**config.mk**
```make
export PLATFORM = sky130hd
export DESIGN_NAME = jk_sync_counter_flat
export DESIGN_NICKNAME = d
export VERILOG_FILES = /design/src/rtl/jk_sync_counter_pkg.sv /design/src/rtl/jk_sync_counter_if.sv /design/src/rtl/jk_sync_counter_stage.sv /design/src/rtl/jk_sync_counter.sv /design/src/flat_wrapper.sv
export SDC_FILE = /design/constraint.sdc
export NUM_CORES = 1
export LEC_CHECK = 0
export BUFFER_PORTS_ARGS = -buffer_cell sky130_fd_sc_hd__buf_2
export CAP_MARGIN = 20
export CORE_AREA = 3 3 40 42
export CTS_CLUSTER_DIAMETER = 120
export DETAILED_ROUTE_END_ITERATION = 8
export DIE_AREA = 0 0 43 45
export GPL_ROUTABILITY_DRIVEN = 0
export PLACE_DENSITY = 0.51
export SYNTH_ARGS = -nofsm -noshare
export SYNTH_HDL_FRONTEND = slang
export SYNTH_SLANG_ARGS = --single-unit
```
**constraint.sdc**
```tcl
create_clock -name clock -period 3 [get_ports clock]
set_clock_uncertainty 0.2 [all_clocks]
set_input_delay 0.9 -clock clock [delete_from_list [all_inputs] [get_ports clock]]
set_output_delay 0.9 -clock clock [all_outputs]
set_load 0.01 [all_outputs]
```
**src/rtl/jk_sync_counter_pkg.sv**
```systemverilog
// Shared constants for the JK-stage counter: per-stage J/K modes and count direction.
package counter_pkg;
  localparam logic [1:0] JK_HOLD   = 2'b00;
  localparam logic [1:0] JK_CLEAR  = 2'b01;
  localparam logic [1:0] JK_SET    = 2'b10;
  localparam logic [1:0] JK_TOGGLE = 2'b11;

  localparam logic DIR_DOWN = 1'b0;
  localparam logic DIR_UP   = 1'b1;
endpackage

```
**src/rtl/jk_sync_counter_if.sv**
```systemverilog
// Control/status bundle of jk_sync_counter; master drives controls, slave is the counter.
interface jk_sync_counter_if #(
  parameter int WIDTH = 4
);
  logic             enable;
  logic             up_down;
  logic             load;
  logic [WIDTH-1:0] load_value;
  logic [WIDTH-1:0] count;
  logic [WIDTH-1:0] count_n;
  logic             terminal_count;

  modport master (
    output enable, up_down, load, load_value,
    input  count, count_n, terminal_count
  );

  modport slave (
    input  enable, up_down, load, load_value,
    output count, count_n, terminal_count
  );
endinterface

```
**src/rtl/jk_sync_counter_stage.sv**
```systemverilog
// Single positive-edge JK flip-flop with asynchronous active-low clear.
module jk_stage
  import counter_pkg::*;
(
  input  logic clock,
  input  logic reset_n,
  input  logic J,
  input  logic K,
  output logic Q,
  output logic Qnot
);
  logic r_q;

  always_ff @(posedge clock or negedge reset_n) begin
    if (!reset_n) begin
      r_q <= 1'b0;
    end else begin
      case ({J, K})
        JK_HOLD:  r_q <= r_q;
        JK_CLEAR: r_q <= 1'b0;
        JK_SET:   r_q <= 1'b1;
        default:  r_q <= ~r_q;
      endcase
    end
  end

  assign Q    = r_q;
  assign Qnot = ~r_q;
endmodule

```
**src/rtl/jk_sync_counter.sv**
```systemverilog
// Loadable up/down counter built from WIDTH JK stages with a cascade strobe.
// Define COUNTER_MODULO_EN to count 0..MODULUS-1 instead of wrapping over 2^WIDTH.
module jk_sync_counter
  import counter_pkg::*;
#(
  parameter int WIDTH   = 4,
  parameter int MODULUS = 10
) (
  input  logic           clock,
  input  logic           reset_n,
  jk_sync_counter_if.slave bus
);
  if (WIDTH < 2 || WIDTH > 16 || MODULUS < 2 || MODULUS > (2 ** WIDTH)) begin : g_bad_params
    $error("jk_sync_counter: WIDTH or MODULUS out of range");
  end

`ifdef COUNTER_MODULO_EN
  localparam logic [WIDTH-1:0] MAXV = WIDTH'(MODULUS - 1);
`else
  localparam logic [WIDTH-1:0] MAXV = '1;
`endif

  logic [WIDTH-1:0] w_q;
  logic [WIDTH-1:0] w_qn;
  logic [WIDTH-1:0] w_ones;
  logic [WIDTH-1:0] w_zeros;
  logic [WIDTH-1:0] w_tog;
  logic [WIDTH-1:0] w_ldv;
  logic             w_ld;
  logic             w_up;
  logic             w_tc;
  logic [1:0]       w_jk [WIDTH];

  assign w_up = (bus.up_down == DIR_UP);
  assign w_tc = bus.enable & ~bus.load &
                ((w_up & (w_q == MAXV)) | ((bus.up_down == DIR_DOWN) & (w_q == '0)));

`ifdef COUNTER_MODULO_EN
  // Both wraps reuse the load path: the terminal condition forces 0 or MAXV in.
  assign w_ld  = bus.load | w_tc;
  assign w_ldv = bus.load ? (({1'b0, bus.load_value} >= (WIDTH+1)'(MODULUS)) ? MAXV : bus.load_value)
                          : (w_up ? '0 : MAXV);
`else
  assign w_ld  = bus.load;
  assign w_ldv = bus.load_value;
`endif

  // AND ladders: stage i toggles once all lower stages are ones (up) or zeros (down).
  assign w_ones[0]  = 1'b1;
  assign w_zeros[0] = 1'b1;
  for (genvar i = 1; i < WIDTH; i++) begin : g_ladder
    assign w_ones[i]  = w_ones[i-1] & w_q[i-1];
    assign w_zeros[i] = w_zeros[i-1] & w_qn[i-1];
  end
  assign w_tog = w_up ? w_ones : w_zeros;

  always_comb begin
    for (int i = 0; i < WIDTH; i++) begin
      w_jk[i] = JK_HOLD;
      if (w_ld) begin
        w_jk[i] = w_ldv[i] ? JK_SET : JK_CLEAR;
      end else if (bus.enable && w_tog[i]) begin
        w_jk[i] = JK_TOGGLE;
      end
    end
  end

  for (genvar i = 0; i < WIDTH; i++) begin : g_stage
    jk_stage u_stage (
      .clock   (clock),
      .reset_n (reset_n),
      .J       (w_jk[i][1]),
      .K       (w_jk[i][0]),
      .Q       (w_q[i]),
      .Qnot    (w_qn[i])
    );
  end

  assign bus.count          = w_q;
  assign bus.count_n        = w_qn;
  assign bus.terminal_count = w_tc;
endmodule

```
**src/flat_wrapper.sv**
```systemverilog
// flat-port wrapper written by rule: the top's interface ports become plain ports
module jk_sync_counter_flat import counter_pkg::*;
#(
  parameter int WIDTH   = 4,
  parameter int MODULUS = 10
)
  (clock, reset_n, bus_enable, bus_up_down, bus_load, bus_load_value, bus_count, bus_count_n, bus_terminal_count);
  jk_sync_counter_if #(.WIDTH(WIDTH)) bus_i ();
  input  logic clock;
  input  logic reset_n;
  input wire logic [$bits(bus_i.enable)-1:0] bus_enable;
  input wire logic [$bits(bus_i.up_down)-1:0] bus_up_down;
  input wire logic [$bits(bus_i.load)-1:0] bus_load;
  input wire logic [$bits(bus_i.load_value)-1:0] bus_load_value;
  output wire logic [$bits(bus_i.count)-1:0] bus_count;
  output wire logic [$bits(bus_i.count_n)-1:0] bus_count_n;
  output wire logic [$bits(bus_i.terminal_count)-1:0] bus_terminal_count;
  assign bus_i.enable = bus_enable;
  assign bus_i.up_down = bus_up_down;
  assign bus_i.load = bus_load;
  assign bus_i.load_value = bus_load_value;
  assign bus_count = bus_i.count;
  assign bus_count_n = bus_i.count_n;
  assign bus_terminal_count = bus_i.terminal_count;
  jk_sync_counter #(.WIDTH(WIDTH), .MODULUS(MODULUS)) u_core (.clock(clock), .reset_n(reset_n), .bus(bus_i));
endmodule
```
# After elaboration in Yosys (flattened, before gate mapping)
# Cells that the tools add are included.
[totals] register_bits=4 inputBits=9 out_inout_bits=9 elab_cells=54
[op_classes] eq_ne=9 n_mux=17 bitwise=15 n_reduce_logical=9
[op_table] operator="2-to-1 mux 2 bit" count=12
[op_table] operator="one-hot mux 1 bit (3 select lines)" count=4
[op_table] operator="bitwise AND 1 bit" count=8
[op_table] operator="equality test 2 x 1 -> 1 bit (second input constant)" count=4
[op_table] operator="equality test 2 bit (second input constant)" count=4
[op_table] operator="zero test 2 bit" count=4
[op_table] operator="NOT 1 bit" count=6
[op_table] operator="equality test 4 bit (second input constant)" count=1
[op_table] operator="logical AND 1 bit" count=4
[op_table] operator="zero test 4 bit" count=1
[op_table] operator="2-to-1 mux 4 bit" count=1
[op_table] operator="OR 1 bit" count=1

# Longest topological paths before layout
[logic_depth] ltp_word=9 depth_mapped=7

# Modules after synthesis
# From an unflattened synthesis, not the netlist that was laid out.
[unflattened] hier_cells=64 hier_area_um2=514.2
[modules_own_cells] module="jk_stage" instances=4 cells_per_inst=10 area_each_um2=90.1
[modules_own_cells] module="jk_sync_counter" instances=1 cells_per_inst=24 area_each_um2=153.9

# Worst setup path before layout
# No wires, ideal clock.
[synth_timing] path_kind="input-to-output" from="in bus_up_down" to="out bus_terminal_count" arrival_ps=1583 slack_ps=317 stages=3 n_path_buf=0 cell_sequence="nor4_1 -> nor2_1 -> nor3_1"
[synth_via] elab_chain_len=4 word_cells_on_any_way=5
[synth_lines] item="from (decl)" line_no="flat_wrapper.sv:12" source="input wire logic [$bits(bus_i.up_down)-1:0] bus_up_down;"
[synth_lines] item="NOT 1 bit" line_no="jk_sync_counter.sv:36" source="((w_up & (w_q == MAXV)) | ((bus.up_down == DIR_DOWN) & (w_q == '0)));"
[synth_lines] item="bitwise AND 1 bit" line_no="jk_sync_counter.sv:36"
[synth_lines] item="OR 1 bit (*)" line_no="jk_sync_counter.sv:36"
[synth_lines] item="bitwise AND 1 bit (*)" line_no="jk_sync_counter.sv:35" source="assign w_tc = bus.enable & ~bus.load &"
[synth_lines] item="to (decl)" line_no="flat_wrapper.sv:17" source="output wire logic [$bits(bus_i.terminal_count)-1:0] bus_terminal_count;"
# Mark *: on every way between the ends. The rest lies on a longest branch, timed or not.

# Worst setup path after layout
# Same ends and word-level chain as after synthesis.

==> out/results.tsv <==
metric	value	unit
regArea	100	sq um
clk_latency	230	ps
critPathSlowestCell	nor4_2	
dieArea	1940	sq um
track_usage	0.0895	
wl_per_cell	10.9	um
worst_pin_slew	322	ps
vdd_drop_max	0.000127	V
core_area	1280	sq um
path_max_fanout	6	
postRouteAntennaNets	0	
numCtsBuffers	3	
rsz0062_at_grt	false	
vias	351	
grt_pass1_wl	1.26	mm
yosysSeqAreaShare	0.252	
synthSimpleGateAreaFrac	0.328	
antennaDiodeCount	0	
hold_viol_final	0	
synth-compound-area-share	0.117	
cts_sinks	4	
power	0.000225	W
p_leak	0.228	nW
crit_path_end_kind	primary output	
syn_area	397	sq um
layout.nets	72	
max_freq	355	MHz
critPathTopFamily	simple AND/OR/NAND/NOR gates	
postCtsSetupBuffers	0	
num_rows	13	
yosysUniqueCellTypes	25	
ys_ff_latch	4	
drc_errors	0	
cts_tree	yes	
min_path_type	primary input to async pin	
crit_type	primary input to primary output	
dp_cells	72	
fin_tns_setup	0	ps
fin_crit_sh	0.938	
cp.arrival	1720	ps
multi_input_area	213	sq um
fp.dieW	43	um
clock_path_buffers	2	
layout.cells.non_filler	75	
grt_pass1_vias	297	
ys.warnings.count	0	
synth_xor_area_frac	0.0442	
largest_reg_flops	4	
worstPathBufferInverterCount	2	
status	complete, no violations	
worstPathCellList	buf_2 > nor4_2 > nor2_1 > nor3_1 > buf_2	
portBuffers	17	
grt_start_max_net_pins	14	
setup_viol_count_final	0	
synthMuxAreaShare	0	
cp.required	1900	ps
drt-total-wl	820	um
synth_top_family_by_area	simple AND/OR/NAND/NOR gates	
yosys.area_share.adder	0.0315	
area_growth	14.5	%
pin_count	18	
fin_crit	2820	ps
start_kind	primary input	
cts_max_level	1	
synthCells	50	
cap_violations	0	
syn_nets	60	
slowest_delay	270	ps
fillers	143	
drive_gt1_frac	0.400	
grt.overflow.total	0	
initialDrtViolationCount	7	
path_clk_slew	40	ps
maxSlewViolCount	0	
crit_top_cell	buf_2	
root_buffer	clkbuf_4	
viasPerCell	4.68	
first_pass_iters	2	
utilization	0.353	
die_h	45	um
antenna_found_initial	0	
relSlewSlack	0.785	
syn_area_per_cell	7.93	sq um
p_per_area	495	nW/um^2
start_util	0.309	
[layer usage]
metal / global-route usage / wire length [um]
met4: 0.108 / 16
met1: 0.115 / 385
met2: 0.123 / 361
met3: 0.00398 / 56
met5: 0 / 0
[cells in the final DEF, fill, tap and decap left out]
cell type,netlist,layout
inv_1,4,4
a22oi_1,1,1
a211o_1,1,1
nor3_1,1,1
or4_1,1,1
and4_1,1,1
nor2_1,3,3
nand2_1,6,6
xor2_1,1,1
buf_2,0,17
a211o_2,1,1
nand4_1,1,1
nand3_2,1,1
nand4b_1,1,1
or4b_4,1,1
clkbuf_4,0,3
dfrtp_1,4,4
or2b_1,1,1
o21ai_0,4,4
xnor2_1,1,1
nor4_2,0,1
nand3_1,3,3
ha_1,1,1
nor3b_1,1,1
[metrics by stage]
stage | setup WS [ps] | hold WS [ps] | instance area (sq um)
2_1_floorplan | 317 | 367 | 397
3_5_place_dp | 98.0 | 419 | 425
6_report | 185 | 264 | 454
4_1_cts | 87.7 | 255 | 448
3_3_place_gp | 127 | 441 | 425
5_1_grt | 42.3 | 268 | 454
[power breakdown]
part           internal (W)  switching (W)
registers         0.0000636      0.0000202
logic             0.0000363      0.0000399
clock network     0.0000446      0.0000203
total              0.000145      0.0000804
[worst register-to-register path: stages, from the launching register on]
cell	delay [ps]
dfrtp_1	450
or4b_4	570
a211o_1	310
nand3_2	70
[cell usage after synthesis]
cell | instances | area, sq um
nor2_1 | 3 | 11.3
nand4b_1 | 1 | 8.76
nand4_1 | 1 | 6.26
dfrtp_1 | 4 | 100
ha_1 | 1 | 12.5
a22oi_1 | 1 | 7.51
nor3_1 | 1 | 5.00
nor4_1 | 1 | 6.26
o21ai_0 | 4 | 20.0
a211o_2 | 1 | 10.0
or4b_4 | 1 | 13.8
nand3_2 | 1 | 10.0
clkbuf_1 | 1 | 3.75
or2b_1 | 1 | 7.51
nor3b_1 | 1 | 7.51
xnor2_1 | 1 | 8.76
buf_4 | 8 | 60.1
or4_1 | 1 | 7.51
nand2_1 | 6 | 22.5
a211o_1 | 1 | 8.76
inv_1 | 4 | 15.0
xor2_1 | 1 | 8.76
and4_1 | 1 | 8.76
nand3_1 | 3 | 15.0
buf_6 | 1 | 11.3
[final timing paths]
check | from | endpoint | slack, ps | cells after the start
min reg2reg | u_core.g_stage[3].u_stage.Q | u_core.g_stage[3].u_stage.Q | 420 | 2
max in group asynchronous | reset_n | u_core.g_stage[1].u_stage.Q | 2220 | 1
max reg2reg | u_core.g_stage[1].u_stage.Q | u_core.g_stage[2].u_stage.Q | 1340 | 3
min in group clock | u_core.g_stage[3].u_stage.Q | u_core.g_stage[3].u_stage.Q | 420 | 2
min | reset_n | u_core.g_stage[0].u_stage.Q | 260 | 1
max | bus_up_down | bus_terminal_count | 180 | 5
[what timing repair did]
action	4_1_cts	5_1_grt
gates resized for setup	0	1
endpoints found under the setup margin	0	1
hold buffers	0	0
[cell type report]
cell class / count / share of cell area
clock buffers: 3 / 0.0496
flip-flops and latches: 4 / 0.220
inverters: 4 / 0.0331
repair buffers: 17 / 0.187
well taps: 15 / 0.0413
multi-input cells: 32 / 0.468
[cells by family (layout without fill, tap and decap cells)]
logic type | count (synthesis) | after routing
AND/OR/NAND/NOR | 22 | 22
XOR/XNOR | 2 | 2
buffers and inverters | 14 | 24
flip-flops | 4 | 4
adder cells (fa/ha/maj) | 1 | 1
AO/OA/AOI/OAI | 7 | 7
Power figures use the tool's default switching activity.
